<file path="src/rtl/cla_pkg.sv">
// Shared widths and pipeline payload types for the 32-bit pipelined CLA
// adder/subtractor. Flag-related payload fields exist only when the
// CLA_PIPE_FLAGS_EN macro is defined.
package cla_pkg;

  localparam int CLA_WIDTH = 32;
  localparam int CLA_GRP   = 4;
  localparam int CLA_NGRP  = CLA_WIDTH / CLA_GRP;

  // Payload held between operand capture and carry resolution.
  typedef struct packed {
    logic [CLA_WIDTH-1:0] p;
    logic [CLA_WIDTH-1:0] g;
    logic [CLA_NGRP-1:0]  grp_p;
    logic [CLA_NGRP-1:0]  grp_g;
    logic                 c0;
`ifdef CLA_PIPE_FLAGS_EN
    logic                 a_msb;
    logic                 b_msb;
`endif
  } s1_pay_t;

  // Payload presented on the result port.
  typedef struct packed {
    logic [CLA_WIDTH-1:0] sum;
    logic                 cout;
`ifdef CLA_PIPE_FLAGS_EN
    logic                 zero;
    logic                 neg;
    logic                 ovf;
`endif
  } s2_pay_t;

endpackage

</file>
<file path="src/rtl/cla_pipe_adder32_lcu4.sv">
// 4-bit lookahead carry unit: ripple-free carries for four positions plus
// block propagate/generate for the next lookahead level.
module lcu4 (
  input  logic       c_in,
  input  logic [3:0] p,
  input  logic [3:0] g,
  output logic [4:1] carry,
  output logic       p_out,
  output logic       g_out
);

  // Two-level sum-of-products carries and block P/G.
  always_comb begin
    carry[1] = g[0] | (p[0] & c_in);
    carry[2] = g[1] | (p[1] & g[0]) | (p[1] & p[0] & c_in);
    carry[3] = g[2] | (p[2] & g[1]) | (p[2] & p[1] & g[0])
             | (p[2] & p[1] & p[0] & c_in);
    carry[4] = g[3] | (p[3] & g[2]) | (p[3] & p[2] & g[1])
             | (p[3] & p[2] & p[1] & g[0])
             | (p[3] & p[2] & p[1] & p[0] & c_in);
    p_out    = &p;
    g_out    = g[3] | (p[3] & g[2]) | (p[3] & p[2] & g[1])
             | (p[3] & p[2] & p[1] & g[0]);
  end

endmodule

</file>
<file path="src/rtl/cla_pipe_adder32.sv">
// Two-stage pipelined 32-bit carry-lookahead adder/subtractor with
// valid/ready on both sides. Stage 1 captures bit and group P/G; stage 2
// resolves group carries with a section lookahead and forms the sum.
// Optional result flags are built only when CLA_PIPE_FLAGS_EN is defined;
// otherwise out_zero/out_neg/out_ovf are tied to 0.
module cla_pipe_adder32
  import cla_pkg::*;
#(
  parameter int WIDTH = 32
) (
  input  logic             clk,
  input  logic             rst_n,
  input  logic             in_valid,
  output logic             in_ready,
  input  logic [WIDTH-1:0] in_a,
  input  logic [WIDTH-1:0] in_b,
  input  logic             in_cin,
  input  logic             in_sub,
  output logic             out_valid,
  input  logic             out_ready,
  output logic [WIDTH-1:0] out_sum,
  output logic             out_cout,
  output logic             out_zero,
  output logic             out_neg,
  output logic             out_ovf
);

`ifdef CLA_PIPE_FLAGS_EN
  // Two's-complement overflow: like-signed operands giving a differently signed result.
  function automatic logic ovf_flag(input logic a_s, input logic b_s, input logic s_s);
    return (a_s == b_s) && (s_s != a_s);
  endfunction
`endif

  // Pipeline control
  logic    vld_p1_q, vld_p1_d;
  logic    vld_p2_q, vld_p2_d;
  logic    s2_load;
  logic    accept;

  // Payload registers
  s1_pay_t pay_p1_q, pay_p1_d;
  s2_pay_t pay_p2_q, pay_p2_d;

  // Stage-1 combinational terms
  logic [CLA_WIDTH-1:0] b_eff;
  logic [CLA_WIDTH-1:0] bit_p;
  logic [CLA_WIDTH-1:0] bit_g;
  logic [CLA_NGRP-1:0]  grp_p;
  logic [CLA_NGRP-1:0]  grp_g;
  logic [4:1]           unused_grp_c [CLA_NGRP];

  // Stage-2 combinational terms
  logic [4:1]           sec0_c;
  logic [4:1]           sec1_c;
  logic [CLA_NGRP:0]    grp_c;
  logic [4:1]           bit_c [CLA_NGRP];
  logic [CLA_WIDTH-1:0] carry_vec;
  logic [CLA_WIDTH-1:0] sum_p2;
  logic [CLA_NGRP-1:0]  unused_bit_c4;
  logic [CLA_NGRP-1:0]  unused_bit_po;
  logic [CLA_NGRP-1:0]  unused_bit_go;
  logic                 unused_sec0_po, unused_sec0_go;
  logic                 unused_sec1_po, unused_sec1_go;

  // Handshake: S2 loads when empty or draining; S1 may refill in the same cycle.
  always_comb begin
    s2_load  = !vld_p2_q || out_ready;
    in_ready = !vld_p1_q || s2_load;
    accept   = in_valid && in_ready;
    vld_p2_d = s2_load ? vld_p1_q : vld_p2_q;
    vld_p1_d = accept ? 1'b1 : (s2_load ? 1'b0 : vld_p1_q);
  end

  // ---- input -> stage 1: bit P/G and one lcu4 level for group P/G ----
  always_comb begin
    b_eff = in_sub ? ~in_b : in_b;
    bit_p = in_a ^ b_eff;
    bit_g = in_a & b_eff;
  end

  for (genvar gi = 0; gi < CLA_NGRP; gi++) begin : g_grp_pg
    lcu4 u_grp (
      .c_in  (1'b0),
      .p     (bit_p[CLA_GRP*gi +: CLA_GRP]),
      .g     (bit_g[CLA_GRP*gi +: CLA_GRP]),
      .carry (unused_grp_c[gi]),
      .p_out (grp_p[gi]),
      .g_out (grp_g[gi])
    );
  end

  // Capture stage-1 payload on an accepted beat, otherwise hold.
  always_comb begin
    pay_p1_d = pay_p1_q;
    if (accept) begin
      pay_p1_d.p     = bit_p;
      pay_p1_d.g     = bit_g;
      pay_p1_d.grp_p = grp_p;
      pay_p1_d.grp_g = grp_g;
      pay_p1_d.c0    = in_sub ? 1'b1 : in_cin;
`ifdef CLA_PIPE_FLAGS_EN
      pay_p1_d.a_msb = in_a[CLA_WIDTH-1];
      pay_p1_d.b_msb = b_eff[CLA_WIDTH-1];
`endif
    end
  end

  // ---- stage 1 -> stage 2: section lookahead, in-group carries, sum ----
  lcu4 u_sec0 (
    .c_in  (pay_p1_q.c0),
    .p     (pay_p1_q.grp_p[3:0]),
    .g     (pay_p1_q.grp_g[3:0]),
    .carry (sec0_c),
    .p_out (unused_sec0_po),
    .g_out (unused_sec0_go)
  );

  lcu4 u_sec1 (
    .c_in  (sec0_c[4]),
    .p     (pay_p1_q.grp_p[7:4]),
    .g     (pay_p1_q.grp_g[7:4]),
    .carry (sec1_c),
    .p_out (unused_sec1_po),
    .g_out (unused_sec1_go)
  );

  // Carry into each group: grp_c[k] feeds group k, grp_c[8] is the carry out.
  always_comb begin
    grp_c = {sec1_c, sec0_c, pay_p1_q.c0};
  end

  for (genvar gi = 0; gi < CLA_NGRP; gi++) begin : g_bit_c
    lcu4 u_bit (
      .c_in  (grp_c[gi]),
      .p     (pay_p1_q.p[CLA_GRP*gi +: CLA_GRP]),
      .g     (pay_p1_q.g[CLA_GRP*gi +: CLA_GRP]),
      .carry (bit_c[gi]),
      .p_out (unused_bit_po[gi]),
      .g_out (unused_bit_go[gi])
    );
  end

  // Assemble per-bit carries; each group's top carry duplicates the next group carry.
  always_comb begin
    carry_vec     = '0;
    unused_bit_c4 = '0;
    for (int gi = 0; gi < CLA_NGRP; gi++) begin
      carry_vec[CLA_GRP*gi]     = grp_c[gi];
      carry_vec[CLA_GRP*gi + 1] = bit_c[gi][1];
      carry_vec[CLA_GRP*gi + 2] = bit_c[gi][2];
      carry_vec[CLA_GRP*gi + 3] = bit_c[gi][3];
      unused_bit_c4[gi]         = bit_c[gi][4];
    end
    sum_p2 = pay_p1_q.p ^ carry_vec;
  end

  // Load the result register when stage 2 advances with a valid beat.
  always_comb begin
    pay_p2_d = pay_p2_q;
    if (s2_load && vld_p1_q) begin
      pay_p2_d.sum  = sum_p2;
      pay_p2_d.cout = grp_c[CLA_NGRP];
`ifdef CLA_PIPE_FLAGS_EN
      pay_p2_d.zero = (sum_p2 == '0);
      pay_p2_d.neg  = sum_p2[CLA_WIDTH-1];
      pay_p2_d.ovf  = ovf_flag(pay_p1_q.a_msb, pay_p1_q.b_msb, sum_p2[CLA_WIDTH-1]);
`endif
    end
  end

  // Valid bits and the visible result clear on reset; in-flight beats are dropped.
  always_ff @(posedge clk or negedge rst_n) begin
    if (!rst_n) begin
      vld_p1_q <= 1'b0;
      vld_p2_q <= 1'b0;
      pay_p2_q <= '0;
    end else begin
      vld_p1_q <= vld_p1_d;
      vld_p2_q <= vld_p2_d;
      pay_p2_q <= pay_p2_d;
    end
  end

  // Stage-1 payload is qualified by vld_p1_q and needs no reset.
  always_ff @(posedge clk) begin
    pay_p1_q <= pay_p1_d;
  end

  // ---- stage 2 -> outputs ----
  always_comb begin
    out_valid = vld_p2_q;
    out_sum   = pay_p2_q.sum;
    out_cout  = pay_p2_q.cout;
`ifdef CLA_PIPE_FLAGS_EN
    out_zero  = pay_p2_q.zero;
    out_neg   = pay_p2_q.neg;
    out_ovf   = pay_p2_q.ovf;
`else
    out_zero  = 1'b0;
    out_neg   = 1'b0;
    out_ovf   = 1'b0;
`endif
  end

endmodule

</file>
<file path="config.mk">
export PLATFORM = sky130hd
export DESIGN_NAME = cla_pipe_adder32
export DESIGN_NICKNAME = d
export VERILOG_FILES = /design/src/rtl/cla_pkg.sv /design/src/rtl/cla_pipe_adder32_lcu4.sv /design/src/rtl/cla_pipe_adder32.sv
export SDC_FILE = /design/constraint.sdc
export NUM_CORES = 1
export LEC_CHECK = 0
export CORE_MARGIN = 2
export CORE_UTILIZATION = 25
export CTS_CLUSTER_SIZE = 20
export DETAILED_ROUTE_END_ITERATION = 7
export PLACE_DENSITY = 0.51
export RECOVER_POWER = 50
export SETUP_SLACK_MARGIN = 0.2
export SKIP_CTS_REPAIR_TIMING = 1
export SLEW_MARGIN = 5
export SYNTH_ARGS = -nofsm -noshare
export SYNTH_HDL_FRONTEND = slang
export SYNTH_SLANG_ARGS = --single-unit
</file>
<file path="constraint.sdc">
create_clock -name clk -period 3.1 [get_ports clk]
set_input_delay 0.31 -clock clk [delete_from_list [all_inputs] [get_ports clk]]
set_output_delay 0.31 -clock clk [all_outputs]
set_load 0.005 [all_outputs]
</file>
==> Word-level counts from Yosys, hierarchy flattened <==
Cells that the tools add are included.
{ "op_classes": {"reduce_logical": 15, "n_mux": 3, "n_bitwise": 240} }
{ "op_table": {"columns": ["op", "count"], "rows": [
  ["$and A1 B1 Y1", 144],
  ["$or A1 B1 Y1", 92],
  ["$xor A32 B32 Y32", 2],
  ["$and A32 B32 Y32", 1],
  ["$mux W32", 1],
  ["$not A32 Y32", 1],
  ["$reduce_and A4 Y1", 8],
  ["$logic_and A1 B1 Y1", 2],
  ["$logic_not A1 Y1", 2],
  ["$logic_or A1 B1 Y1", 2],
  ["$mux W1", 2],
  ["$reduce_bool A2 Y1", 1]
]} }
{ "totals": {"input_bits": 70, "out_inout_bits": 38, "regBits": 115} }

==> Longest topological paths before layout <==
{ "depth": {"word_depth": 10, "depth_mapped": 8, "depth_no_buf": 8} }

==> By module <==
A second synthesis with hierarchy kept.
{ "unflattened": {"cells_unflattened": 443, "area_unflattened_um2": 6007.0} }
{ "by_module_without_submodules": {"columns": ["module", "area_each_um2", "seq_area_each_um2", "instances", "cells_each"], "rows": [
  ["cla_pipe_adder32", 4926.0, 3308.2, 1, 263],
  ["lcu4", 60.1, 0.0, 18, 10]
]} }

==> Worst setup path after synthesis <==
Ideal clock, no wire load.
{ "synth_path": {"path_kind": "reg-to-reg", "from": "register vld_p2_q, in the netlist out_valid", "to": "register pay_p1_q, in the netlist carry_vec[0], enable pin", "n_path_buf": 0, "t_arrival_ns": 2.268, "stages_incl_launch_ff": 3, "setup_slack_ns": 0.393, "required_time_ns": 2.661, "setup_ns": 0.439, "path_cell_list": "dfrtp_1 nand3b_1 and2_1"} }
{ "synth_between": {"elab_chain_len": 4} }
{ "synth_rtl": {"columns": ["item", "line_no", "text"], "rows": [
  ["start, declared", "cla_pipe_adder32.sv:37", "logic vld_p2_q, vld_p2_d;"],
  ["start signal, assigned", "cla_pipe_adder32.sv:180", "vld_p2_q <= vld_p2_d;"],
  ["$logic_not A1 Y1", "cla_pipe_adder32.sv:68", "s2_load = !vld_p2_q || out_ready;"],
  ["$logic_or A1 B1 Y1", "cla_pipe_adder32.sv:68", null],
  ["$logic_or A1 B1 Y1", "cla_pipe_adder32.sv:69", "in_ready = !vld_p1_q || s2_load;"],
  ["via in_ready", "cla_pipe_adder32.sv:14", "output logic in_ready,"],
  ["$logic_and A1 B1 Y1", "cla_pipe_adder32.sv:70", "accept = in_valid && in_ready;"],
  ["via accept", "cla_pipe_adder32.sv:39", "logic accept;"],
  ["end signal, assigned", "cla_pipe_adder32.sv:187", "pay_p1_q <= pay_p1_d;"],
  ["end, declared", "cla_pipe_adder32.sv:42", "s1_pay_t pay_p1_q, pay_p1_d;"]
]} }
The timed path passes the listed nets, and every way through them passes these cells.
A chain may end at the register's enable or synchronous reset.

==> Worst setup path in the final report <==
{ "layout_path": {"from": "input in_sub", "to": "register pay_p1_q[6] (netlist name), data pin"} }
{ "layout_lines": {"columns": ["item", "line_no", "text"], "rows": [
  ["start, declared", "cla_pipe_adder32.sv:18", "input logic in_sub,"],
  ["$mux W32", "cla_pipe_adder32.sv:77", "b_eff = in_sub ? ~in_b : in_b;"],
  ["$xor A32 B32 Y32", "cla_pipe_adder32.sv:78", "bit_p = in_a ^ b_eff;"],
  ["via bit_p[21]", "cla_pipe_adder32.sv:47", "logic [CLA_WIDTH-1:0] bit_p;"],
  ["$and A1 B1 Y1 (2 in a row)", null, null],
  ["$or A1 B1 Y1", null, null],
  ["via g_grp_pg[5].u_grp.g_out", "cla_pipe_adder32_lcu4.sv:9", "output logic g_out"]
]} }
The timed path passes the listed nets, and every way through them passes these cells.

==> impl_summary.md <==
Critical path
The critical-path maximum fanout is 19. The startpoint-to-endpoint class of the critical path is input pin to flip-flop. Data on the critical path is required at its endpoint by 3.20 ns. The critical path endpoint category is a flip-flop. The arrival time of the worst setup path is about 2.1 ns.

The worst setup path is launched from an input pin. The worst reg2reg path startpoint is pay_p1_q[11]. The launching element of the worst setup path is in_sub.

Yosys
The netlist uses 48 different library cells. The mean area per synthesized cell is ~12 sq um. Counting flops with a built-in enable in the synthesized netlist gives 73. Synthesis produced 437 cells. The fraction of registers with async set or reset after synthesis is about a third. During synthesis, Yosys emitted a total of 0 warnings.

Summing the sequential cell areas from Yosys gives 56.5% of the chip area. The mapped cell area is around 0.0054 sq mm. After synthesis the netlist holds a flip-flop and latch count of about 110.

In the synthesized netlist the dominant register cell turns out to be edfxtp_1.

Clock tree
For this design, the sink count on the clock tree is between 100 and 150. The longest clock path from root to sink contains 2 buffers. The clock latency on the worst-skew pair is about 0.35 ns.

The H-tree was split into 3 levels. The root buffer cell chosen for the clock tree is clkbuf_16. Clock tree synthesis inserted a total of 9 buffers.

The clock-pin slew on the worst setup and hold paths is about 0.07 ns. The CTS tree is built.

Power
The power per unit of standard cell area is 548 mW/mm^2. The share of power burned in combinational logic is 22.9%. The switching share of total power is between 20% and 30%. VDD sags by at most approximately 0.21 mV. The power share of the clock group is about 27%. The sequential power share is about half. The total leakage power is between 2 and 3 nW. The internal power is ~2.8 mW.

For this design the total switching power over the nets is 1.04 mW.

Timing
For the finished layout, the period the worst path requires is approximately 2.0 ns. The count of final hold-check violations was 0. The setup TNS after final layout is 0 ns. For the final database, setup skew stands at around 0.0067 ns. Based on the critical path, the design can be clocked at up to 491 MHz. After layout, the worst path uses approximately 66% of the clock period. The total setup violations reported at the end of the flow is 0.

The headroom to the max-slew limit is -37.0%. Setup repair after global routing left no endpoint under its margin. The slew at the pin with the worst max-slew slack is about 2.1 ns. The count of pins over their slew limit is 36.

Floorplan
The effective utilization at floorplan is 25.6%. In this run the vertical extent of the chip is 151 um. The number of rows in the core area is between 50 and 60.

The floorplan step defined a die boundary enclosing 0.0229 sq mm. The number of primary I/O pins is about 110. The floorplan step set the die width to around 150 um. The area inside the core boundary is between 0.02 and 0.025 sq mm.

GRT
The all-layer global routing usage is a little under an eighth. The wire length of the first global-routing pass is between 15000 and 20000 um. Entering global routing, the biggest net connects 39 pins. The total overflow left after global routing is 0. The initial antenna violation count is 0. The number of global-route vias before repair is between 3000 and 4000.

Cells and area
The fraction of final layout cells sized beyond drive strength 1 is 6.36%. The repair_antennas step left the layout with diodes totalling 0. Compared with the post-synthesis result, the final layout area differs by 29.6%. The final layout contains ~660 nets.

With fillers left out, the area of the finished cells amounts to around 0.007 sq mm. Fill cells in the final layout number approximately 2100.

Place
The wire-length estimate of the detail-placed layout is about 9700 um. After detailed placement, the total cell area comes to between 0.006 and 0.007 sq mm. The congestion estimate from routability-driven global placement came to about 0.76. Port buffering added between 100 and 150 buffers.

Hold path
The startpoint identified for the worst hold timing path is out_sum[22]. The kind of path behind the tightest hold check is flip-flop to flip-flop.

Outcome
The flow ran to the end, but the final reports show violations. The checks that failed: capacitance limit, slew limit.

Route
Using the TritonRoute via totals, the vias-per-cell ratio works out to roughly 4.4. The routed layout has 3647 vias. The final layout contains routed wiring with a total length of 12400 um. The remaining design rule violation count is 0. The detail route stage leaves a number of antenna-violating nets equal to 0.

In the final routed layout, each cell accounts on average for between 15 and 20 um. The length of the first detailed-routing pass in iterations is 4. The initial DRC count is between 100 and 150.

Run
The max-cap violation count is 1.
==> power by group through the flow <==
stage	clock network, mW	logic [mW]	registers, mW
floorplan	0	0.416	1.92
global placement	0	0.882	1.96
detailed placement	0	0.898	1.95
CTS	1.08	0.903	1.93
global route	1.14	0.993	1.95
finish	1.05	0.883	1.92
==> Yosys cell counts, types with 3 or more instances <==
cell	instances	area (sq um)
a21o_2	3	26.3
nand3_1	10	50.1
xnor2_1	3	26.3
nor2b_1	8	50.1
a211oi_1	4	30.0
inv_1	7	26.3
nor3b_1	9	67.6
nand2b_1	16	100
buf_4	4	30.0
o211ai_1	5	37.5
nor2_1	12	45.0
buf_2	6	30.0
or4_1	6	45.0
a21oi_1	20	100
a21o_1	9	67.6
dfrtp_1	35	876
clkbuf_1	4	15.0
edfxtp_1	73	2190
o21ai_0	29	145
xor2_1	40	350
ha_1	40	500
nand2_1	49	184
and4_1	10	87.6
==> critical path, stage by stage <==
cell,delay (ns)
buf_2,0.44
clkbuf_1,0.49
xor2_1,0.19
ha_1,0.27
a21oi_1,0.13
nor2b_1,0.05
o21ai_0,0.15
nand2b_1,0.07
==> cell families after synthesis <==
group           share of synthesized area (%)
simple gates                             13.7
flops                                    56.5
compound gates                           11.2
xor+xnor                                 6.94
fa+ha+maj                                9.23
buf+inv                                  2.33
other cells                            0.0691
==> final timing paths <==
check | endpoint | slack, ns | depth (start not counted)
worst max-delay path | pay_p1_q[6] | 1.06 | 8
worst min-delay path | out_sum[22] | 0.48 | 2
worst max register to register | out_sum[25] | 1.09 | 8
worst min register to register | out_sum[22] | 0.48 | 2
max in group asynchronous | out_sum[31] | 1.37 | 1
min in group asynchronous | out_sum[10] | 0.54 | 1
==> metal layers <==
metal | GRT usage (%) | vias up | part of all wire (%)
li1 | - | 1813 | -
met1 | 15.4 | 1734 | 48
met5 | 0 | - | 0
met2 | 18.0 | 90 | 46
met3 | 3.13 | 10 | 5.4
met4 | 2.66 | 0 | 0.86
==> sequential cells by signal, summed over array words and instances (netlist names) <==
name and count:
out_cout 1, out_valid 1, carry_vec 1, vld_p1_q 1, pay_p1_q 72, out_sum 32
==> area by class of cell <==
cell class / count / area, sq um / area share [%]
sequential: 108 / 3070 / 43.6
inverter: 7 / 26.3 / 0.374
multi-input combinational: 308 / 2240 / 31.9
clock inverter: 3 / 23.8 / 0.338
clock buffer: 13 / 240 / 3.42
tap: 275 / 344 / 4.89
timing repair buffer: 111 / 1090 / 15.5
==> metrics by stage <==
step / setup slack, ns / hold slack, ns / utilization, % / std cells / power, mW
5_1_grt: 0.822 / 0.506 / 33.2 / 825 / 4.08
2_1_floorplan: 0.393 / 0.0144 / - / 439 / 2.34
3_3_place_gp: 0.938 / 0.459 / 32.0 / 809 / 2.84
3_5_place_dp: 0.853 / 0.470 / 32.0 / 809 / 2.85
6_report: 1.06 / 0.481 / 33.2 / 825 / 3.85
4_1_cts: 1.07 / 0.0973 / 33.3 / 825 / 3.91
==> cell usage in the layout (no fill, tap or decap), drive strengths merged, types with 4 or more instances in the layout <==
cell type	instances
nor3b	9
nor2	12
a21o	14
nand2b	16
edfxtp	73
inv	7
or4	6
dfrtp	35
clkbuf	16
and4	10
o211ai	5
a21oi	22
buf	6
ha	40
xor2	40
clkdlybuf4s50	101
a211oi	4
nor2b	8
nand3	10
nand2	49
o21ai	29
Note: power is estimated with default switching activity, not from simulation.
